**src/rtl/forward_scoreboard.sv**
```systemverilog
// Forwarding/hazard scoreboard: tracks EX/MEM/WB destination tags and picks operand bypass sources.
// Optional macro FORWARD_SCOREBOARD_STATS_EN adds saturating stall/load-use event counters.
module forward_scoreboard #(
  parameter int unsigned XLEN  = 32,
  parameter int unsigned NREAD = 2
) (
  input  logic                  clk,
  input  logic                  rst,
  input  logic                  id_valid,
  input  logic [NREAD*5-1:0]    id_rs,
  input  logic [NREAD-1:0]      id_rs_used,
  input  logic [4:0]            id_rd,
  input  logic                  id_regwrite,
  input  logic                  id_memtoreg,
  input  logic [XLEN-1:0]       ex_result,
  input  logic [XLEN-1:0]       mem_alu_result,
  input  logic [XLEN-1:0]       mem_load_data,
  input  logic                  mem_load_valid,
  input  logic [XLEN-1:0]       wb_data,
  output logic [NREAD*2-1:0]    fwd_sel,
  output logic [NREAD*XLEN-1:0] fwd_data,
  output logic                  stall,
  output logic                  flush
`ifdef FORWARD_SCOREBOARD_STATS_EN
  ,
  output logic [31:0]           stall_cycles,
  output logic [31:0]           loaduse_events
`endif
);

  localparam int unsigned RW = 5;

  typedef struct packed {
    logic          valid;
    logic [RW-1:0] rd;
    logic          regwrite;
    logic          memtoreg;
  } tag_t;

  tag_t          ex_q, mem_q, wb_q;
  tag_t          id_tag, bubble;
  logic          ex_wr, mem_wr, wb_wr;
  logic          mem_wait, load_use;
  logic [RW-1:0] rs;

  always_comb begin
    id_tag = '{valid: id_valid, rd: id_rd, regwrite: id_regwrite, memtoreg: id_memtoreg};
    bubble = '0;
    ex_wr  = ex_q.valid  && ex_q.regwrite  && (ex_q.rd  != RW'(0));
    mem_wr = mem_q.valid && mem_q.regwrite && (mem_q.rd != RW'(0));
    wb_wr  = wb_q.valid  && wb_q.regwrite  && (wb_q.rd  != RW'(0));
  end

  // Per-port bypass selection, youngest writer first; a matching load in EX blocks older sources.
  always_comb begin
    fwd_sel  = '0;
    fwd_data = '0;
    load_use = 1'b0;
    rs       = '0;
    mem_wait = mem_wr && mem_q.memtoreg && !mem_load_valid;
    for (int k = 0; k < int'(NREAD); k++) begin
      rs = id_rs[5*k +: 5];
      if (id_rs_used[k] && (rs != RW'(0))) begin
        if (ex_wr && (ex_q.rd == rs)) begin
          if (ex_q.memtoreg) begin
            load_use = load_use | id_valid;
          end else begin
            fwd_sel[2*k +: 2]     = 2'd1;
            fwd_data[XLEN*k +: XLEN] = ex_result;
          end
        end else if (mem_wr && (mem_q.rd == rs)) begin
          fwd_sel[2*k +: 2]        = 2'd2;
          fwd_data[XLEN*k +: XLEN] = mem_q.memtoreg ? mem_load_data : mem_alu_result;
        end else if (wb_wr && (wb_q.rd == rs)) begin
          fwd_sel[2*k +: 2]        = 2'd3;
          fwd_data[XLEN*k +: XLEN] = wb_data;
        end
      end
    end
    stall = mem_wait || load_use;
    flush = load_use && !mem_wait;
  end

  // Tag pipeline: hold everything on mem-wait, inject a bubble into EX on load-use.
  always_ff @(posedge clk or posedge rst) begin
    if (rst) begin
      ex_q  <= '0;
      mem_q <= '0;
      wb_q  <= '0;
    end else if (!mem_wait) begin
      ex_q  <= load_use ? bubble : id_tag;
      mem_q <= ex_q;
      wb_q  <= mem_q;
    end
  end

`ifdef FORWARD_SCOREBOARD_STATS_EN
  always_ff @(posedge clk or posedge rst) begin
    if (rst) begin
      stall_cycles   <= '0;
      loaduse_events <= '0;
    end else begin
      if (stall && (stall_cycles != 32'hFFFF_FFFF)) begin
        stall_cycles <= stall_cycles + 32'd1;
      end
      if (flush && (loaduse_events != 32'hFFFF_FFFF)) begin
        loaduse_events <= loaduse_events + 32'd1;
      end
    end
  end
`endif

endmodule
```
**config.mk**
```make
export PLATFORM = sky130hd
export DESIGN_NAME = forward_scoreboard
export DESIGN_NICKNAME = d
export VERILOG_FILES = /design/src/rtl/forward_scoreboard.sv
export SDC_FILE = /design/constraint.sdc
export NUM_CORES = 1
export LEC_CHECK = 0
export CAP_MARGIN = 10
export CORE_UTILIZATION = 41
export DETAILED_ROUTE_END_ITERATION = 10
export PLACE_DENSITY_LB_ADDON = 0.3
export SLEW_MARGIN = 30
export SYNTH_ARGS = -nofsm -noshare
export SYNTH_HDL_FRONTEND = slang
export SYNTH_SLANG_ARGS = --single-unit
```
**constraint.sdc**
```tcl
create_clock -name clk -period 5.7 [get_ports clk]
set_input_delay 1.14 -clock clk [delete_from_list [all_inputs] [get_ports clk]]
set_output_delay 1.14 -clock clk [all_outputs]
set_load 0.03 [all_outputs]
```
==> results of run 1 <==
[logic make-up after synthesis]
group	synth area share (%)
xor gates and xnor gates	7.645
muxes	10.78
and+or+nand+nor	22.57
DFF	16.75
buffers and inverters	7.900
AOI/OAI and AO/OA	34.36
[state kept, by name, summed over array words and instances (netlist names)]
| register | count |
|---|---|
| mem_q | 8 |
| wb_q | 7 |
| ex_q | 8 |
[where the power goes]
group / internal, mW / total (mW) / switching (mW)
Sequential: 0.182 / 0.216 / 0.0349
Combinational: 0.185 / 0.358 / 0.173
Clock: 0.0497 / 0.0968 / 0.0471
Total: 0.416 / 0.671 / 0.255
[through the flow]
step	hold slack [ns]	util, %	total power [mW]
after global placement	0.4761	69.51	0.5658
after detailed placement	0.4859	69.53	0.5705
after floorplan	0.4561	-	0.3901
after CTS	0.5033	70.08	0.6657
after global routing	0.5216	70.09	0.7009
final	0.4985	70.09	0.6714
[worst max-delay path by stage]
stage | to | depth (start not counted)
after floorplan | fwd_data[10] | 7
after global placement | fwd_data[0] | 8
after global routing | fwd_data[1] | 8
final | fwd_data[1] | 8
after CTS | fwd_data[0] | 8
after detailed placement | fwd_data[0] | 8
[layer usage]
layer	routed length (µm)	GRT usage [%]	vias up	part of all wire (%)
met5	0	0	-	0
met4	681	13.72	0	4.1
met3	1771	4.959	68	11
met2	7919	61.95	398	47
met1	6390	46.94	2369	38
li1	-	-	2211	-
[placed cells by master, fill, tap and decap left out, drive strengths merged, types with 2 or more instances in the layout]
cell | synthesis | routed
nand2 | 47 | 47
nand3 | 68 | 68
o22ai | 2 | 2
xor2 | 17 | 17
clkbuf | 34 | 4
nand3b | 4 | 4
nor2 | 6 | 6
and4 | 2 | 2
a21oi | 100 | 100
xnor2 | 13 | 13
inv | 3 | 3
nor3 | 6 | 6
clkdlybuf4s50 | 0 | 220
nand2b | 2 | 2
mux2 | 32 | 32
o21a | 2 | 2
o21ai | 9 | 9
nor4 | 4 | 4
a221oi | 64 | 64
or4 | 4 | 4
buf | 22 | 18
dfrtp | 23 | 23
[layout make-up]
type	count	area (µm²)	share of cell area [%]
Multi-Input combinational cell	394	2611	45.57
Clock buffer	4	45.04	0.7860
Timing Repair Buffer	238	2350	41.00
Sequential cell	23	576.8	10.07
Inverter	4	16.27	0.2838
Tap cell	105	131.4	2.293
==> reports/qor_table.md, run 1 <==
| Quantity | Value | Unit |
| --- | --- | --- |
| Share of flip-flops with an asynchronous set or reset | 100.0 | % |
| Top cells by area, synth | dfrtp_1 (17%), a221oi_1 (16%), a21oi_1 (14%) | - |
| Mean post-synth cell area | 7.206 | µm² |
| Number of buffers inserted during clock tree synthesis | 3 | - |
| Total setup violations reported at the end of the flow | 0 | - |
| IO Count | 221 | - |
| Detail Placement HPWL | 12,200 | µm |
| Placeable core region | 0.008175 | mm² |
| Actual transition at the worst max-transition pin | 0.9366 | ns |
| Result of the run | complete, no violations | - |
| Crit start category | input pin | - |
| Standby leakage power | 1.938 | nW |
| H-tree depth | 1 | - |
| Library cell occupying the most area in the post-synthesis netlist | dfrtp_1 | - |
| Maximum clock insertion buffer count | 2 | - |
| VDD IR max | 0.1983 | mV |
| Clk Latency, worst-skew pair | 0.26 | ns |
| Highest Clock Rate | 0.1867 | GHz |
| Port bufs | 220 | - |
| Rel. slew slack | 37.22 | % |
| Post-DP Area | 0.005684 | mm² |
| Most common cell in the netlist | a21oi_1 | - |
| Final cycle utilization of the critical path | 93.99 | % |
| Top flip-flop cell by instance count after synthesis | dfrtp_1 | - |
| Max-cap violations | 0 | - |
| Hold path start | mem_q[1]$_DFFE_PP0N_ | - |
| Core Rows | 33 | - |
| Yosys top cell area share | 16.75 | % |
| Crit Path Max Fanout | 34 | - |
| Share of final-layout standard cells stronger than drive strength 1 | 9.955 | % |
| Wire length of the first global-routing pass | 25,500 | µm |
| Seq cells post-synth | 23 | - |
| Number of enable-type register cells in the synthesized netlist | 0 | - |
| Worst path cell trace | clkdlybuf4s50_1 -> xnor2_1 -> nand3_1 -> nor4_4 -> buf_4 -> nand3_1 -> a221oi_1 -> clkdlybuf4s50_1 | - |
| GR Overflow Total | 0 | - |
| First element of the critical path | id_rs[0] | - |
| Synth Instances | 477 | - |
| Count of routing violations after the opening detailed-route iteration | 415 | - |
| RR Endpoint | ex_q[5]$_DFFE_PP0N_ | - |
| Synthesized cell area | 0.003437 | mm² |
| Fin. max-slew vios | 0 | - |
| Standard cell with the maximum stage delay on the critical path | clkdlybuf4s50_1 | - |
| PwrDens | 117.2 | mW/mm² |
| Top cell family by delay on the critical path | buffers and inverters | - |
| Overall die area | 0.008753 | mm² |
| Routed vias/inst | 6.570 | - |
| Final design instance area without fill | 0.005731 | mm² |
| Hold worst-path end | wb_q[1]$_DFFE_PP0N_ | - |
| X dimension of the die | 93.56 | µm |
| Cell Count, Final, Fillers Out | 768 | - |
| Cell depth of the worst flop-to-flop path | 5 | - |
| All-Layer GR Usage | 36.54 | % |
| Worst Path Required | 4.56 | ns |
| Floorplan die height | 93.56 | µm |
| R2R Setup Slk | 3.37 | ns |
| Final Hold Violating Endpoints | 0 | - |
| Number of buffers inserted for hold repair after clock tree synthesis | 0 | - |
| Via count of the routed design | 5,046 | - |
| Post-route minimum period | 5.358 | ns |
| Worst endpoint data arrival time | 4.22 | ns |
| Origin of the critical flop-to-flop path | mem_q[3]$_DFFE_PP0N_ | - |
| Element type at the critical path end | output port | - |
| Antenna violations before repair | 0 | - |
| Area growth from synthesis to layout | 66.73 | % |
| Worst path bufs/invs | 3 | - |
| Class of the tightest hold or removal check | flip-flop to flip-flop | - |
| Clk pin slew, worst setup/hold paths | 0.07 | ns |
| Number of search-and-repair iterations in the first detailed-routing pass | 7 | - |
| Type of the worst setup path | input pin to output port | - |
| Post-place setup slack | 0.4088 | ns |
| Worst Slack Setup Final | 0.3425 | ns |
| Total routed wirelength | 16,760 | µm |
| CP max stage delay | 0.78 | ns |
| Syn nets | 628 | - |
| Largest net degree at the start of global routing | 37 | - |
| Buffer cell driving the clock tree root | clkbuf_8 | - |
| Clock tree from TritonCTS | yes | - |
| Clock Sinks | 23 | - |
| Number of cells on the worst hold path | 1 | - |
| Count of different cell masters after synthesis | 43 | - |
| Number of diodes added for antenna fixing | 0 | - |
| Global placement routability congestion | 0.9554 | - |
| Initial standard-cell utilization of the core | 42.04 | % |
| Wire per inst | 21.83 | µm |
| Synthesis Warnings | 0 | - |
| Top cells by count, synth | a21oi_1 (99), nand3_1 (68), a221oi_1 (64) | - |
| Final worst clock skew | 0.005827 | ns |
| Number of cells after detailed placement | 764 | - |
| Post-synthesis sequential area ratio | 16.75 | % |
| Number of global-route vias before repair | 4,753 | - |
| Sum of negative setup slack | 0 | ns |
| Setup fix buffers added after clock tree synthesis | 0 | - |
| Fillers | 686 | - |
| Post-layout net count | 815 | - |
| Antenna-violating nets left | 0 | - |
| Post-cts resize count | 0 | - |
| Setup repair after global routing missed its margin | no | - |
| # DRC | 0 | - |
(Power assumes the default switching activity.)
==> run 2: changes to the inputs <==
CAP_MARGIN = 20   (was 10)
==> results of run 2 <==
Same layout as run 1: the final DEF is identical, and so are final timing and power.
==> run 3: changes to the inputs <==
CAP_MARGIN = 30   (was 20)
TNS_END_PERCENT = 10   (was unset)
==> reports/qor_table.md, run 3 (synthesis results as in run 1) <==
| Quantity | Value | Unit | Delta |
| --- | --- | --- | --- |
| Rel. slew slack | 36.64 | % | -0.58 points |
| Post-route minimum period | 5.350 | ns | -0.007300 ns |
| Count of routing violations after the opening detailed-route iteration | 481 | - | +16% |
| Worst Path Required | 4.56 | ns | about the same |
| Class of the tightest hold or removal check | flip-flop to flip-flop | - |  |
| Floorplan die height | 93.56 | µm | unchanged |
| Overall die area | 0.008753 | mm² | unchanged |
| Max-cap violations | 0 | - | unchanged |
| Clock tree from TritonCTS | yes | - |  |
| Final worst clock skew | 0.009135 | ns | +0.003307 ns |
| Sum of negative setup slack | 0 | ns | unchanged |
| Clk Latency, worst-skew pair | 0.26 | ns | about the same |
| Wire per inst | 21.75 | µm | -0.33% |
| Port bufs | 220 | - | unchanged |
| Crit start category | input pin | - |  |
| Initial standard-cell utilization of the core | 42.04 | % | unchanged |
| Global placement routability congestion | 0.9554 | - | unchanged |
| Buffer cell driving the clock tree root | clkbuf_8 | - |  |
| Antenna-violating nets left | 0 | - | unchanged |
| Highest Clock Rate | 0.1869 | GHz | +0.14% |
| Final Hold Violating Endpoints | 0 | - | unchanged |
| PwrDens | 116.9 | mW/mm² | -0.18% |
| Sw power | 0.2545 | mW | -0.14% |
| All-Layer GR Usage | 36.54 | % | unchanged |
| Portion of total power attributed to the clock network | 14.2 | % | -0.2 points |
| Post-place setup slack | 0.4088 | ns | unchanged |
| Via count of the routed design | 5,042 | - | -0.079% |
| Type of the worst setup path | input pin to output port | - |  |
| Largest net degree at the start of global routing | 37 | - | unchanged |
| Largest registers in the final layout | ex_q: 8 flops, mem_q: 8 flops, wb_q: 7 flops | - |  |
| Wire length of the first global-routing pass | 25,500 | µm | unchanged |
| Setup fix buffers added after clock tree synthesis | 0 | - | unchanged |
| VDD IR max | 0.1981 | mV | about the same |
| Most frequent standard cell in the layout excluding fill and tap cells | clkdlybuf4s50_1 | - |  |
| Routed vias/inst | 6.557 | - | -0.21% |
| Standby leakage power | 1.946 | nW | +0.38% |
| Fraction of power consumed by sequential logic | 32.3 | % | about the same |
| Post-layout net count | 816 | - | +0.12% |
| IO Count | 221 | - | unchanged |
| Core Rows | 33 | - | unchanged |
| Result of the run | complete, no violations | - |  |
| Fin. max-slew vios | 0 | - | unchanged |
| Placeable core region | 0.008175 | mm² | unchanged |
| Most used cells in the layout excluding fill and tap cells | clkdlybuf4s50_1 (220), a21oi_1 (99), nand3_1 (68) | - |  |
| Crit Path Max Fanout | 34 | - | unchanged |
| Number of global-route vias before repair | 4,753 | - | unchanged |
| Total setup violations reported at the end of the flow | 0 | - | unchanged |
| Internal power consumption | 0.4174 | mW | +0.21% |
| Worst Slack Setup Final | 0.3498 | ns | +0.007300 ns |
| Worst endpoint data arrival time | 4.21 | ns | about the same |
| Clock Sinks | 23 | - | unchanged |
| Share of final-layout standard cells stronger than drive strength 1 | 10.09 | % | +0.14 points |
| Post-cts resize count | 0 | - | unchanged |
| Actual transition at the worst max-transition pin | 0.9452 | ns | +0.008597 ns |
| Switching share of total power | 37.88 | % | -0.083 points |
| Setup repair after global routing missed its margin | no | - |  |
| Final cycle utilization of the critical path | 93.86 | % | -0.13 points |
| GR Overflow Total | 0 | - | unchanged |
| Number of buffers inserted during clock tree synthesis | 3 | - | unchanged |
| Number of diodes added for antenna fixing | 0 | - | unchanged |
| Number of search-and-repair iterations in the first detailed-routing pass | 5 | - | -2 |
| Combinational group share of total power | 53.4 | % | about the same |
| Clk pin slew, worst setup/hold paths | 0.07 | ns | about the same |
| Maximum clock insertion buffer count | 2 | - | unchanged |
| Antenna violations before repair | 0 | - | unchanged |
| Total routed wirelength | 16,730 | µm | -0.20% |
| Area growth from synthesis to layout | 67.16 | % |  |
| X dimension of the die | 93.56 | µm | unchanged |
| Detail Placement HPWL | 12,200 | µm | unchanged |
| Element type at the critical path end | output port | - |  |
| H-tree depth | 1 | - | unchanged |
| Number of buffers inserted for hold repair after clock tree synthesis | 0 | - | unchanged |
| # DRC | 0 | - | unchanged |
run 3: area by class of cell:
class,count,area (µm²)
Multi-Input combinational cell,394,2611
Sequential cell,23,576.8
Tap cell,105,131.4
Clock buffer,4,45.04
Timing Repair Buffer,239,2365
Fill cell,682,2430
Inverter,4,16.27
run 3: power groups by stage:
stage | clock (mW) | combinational [mW] | sequential, mW
final | 0.0957 | 0.359 | 0.217
after global routing | 0.102 | 0.380 | 0.220
after CTS | 0.0966 | 0.354 | 0.216
after detailed placement | 0 | 0.352 | 0.219
after global placement | 0 | 0.348 | 0.218
after floorplan | 0 | 0.188 | 0.202
run 3: per-stage QoR:
| stage | utilization [%] | area [µm²] | cells | power (mW) | hold WS (ns) |
|---|---|---|---|---|---|
| after floorplan | - | 3437 | 477 | 0.3901 | 0.4561 |
| after global placement | 69.51 | 5683 | 764 | 0.5658 | 0.4761 |
| after detailed placement | 69.53 | 5684 | 764 | 0.5705 | 0.4859 |
| after CTS | 70.08 | 5729 | 768 | 0.6657 | 0.5033 |
| after global routing | 70.28 | 5746 | 769 | 0.7023 | 0.5216 |
| final | 70.28 | 5746 | 769 | 0.6719 | 0.4984 |
run 3: worst paths after layout:
path / from / to / slack [ns] / depth (start not counted)
min reg2reg: mem_q[1]$_DFFE_PP0N_ / wb_q[1]$_DFFE_PP0N_ / 0.50 / 1
min in group asynchronous: rst / wb_q[6]$_DFFE_PP0N_ / 1.16 / 2
min: mem_q[1]$_DFFE_PP0N_ / wb_q[1]$_DFFE_PP0N_ / 0.50 / 1
max in group asynchronous: rst / mem_q[0]$_DFFE_PP0N_ / 4.10 / 3
max: id_rs[0] / fwd_data[1] / 0.35 / 8
max reg2reg: mem_q[3]$_DFFE_PP0N_ / ex_q[5]$_DFFE_PP0N_ / 3.29 / 5
run 3: routing by layer:
layer  GRT usage [%]  vias to the layer above  wire length [µm]
li1                -                     2213                 -
met1           46.94                     2373              6310
met2           61.95                      392              7930
met3           4.959                       64              1852
met4           13.72                        0               635
met5               0                        -                 0
run 3: critical path, stage by stage:
cell and delay [ns]:
clkdlybuf4s50_1 0.61, xnor2_1 0.16, nand3_1 0.14, nor4_4 0.27, buf_4 0.42, nand3_1 0.13
a221oi_1 0.55, clkdlybuf4s50_1 0.78
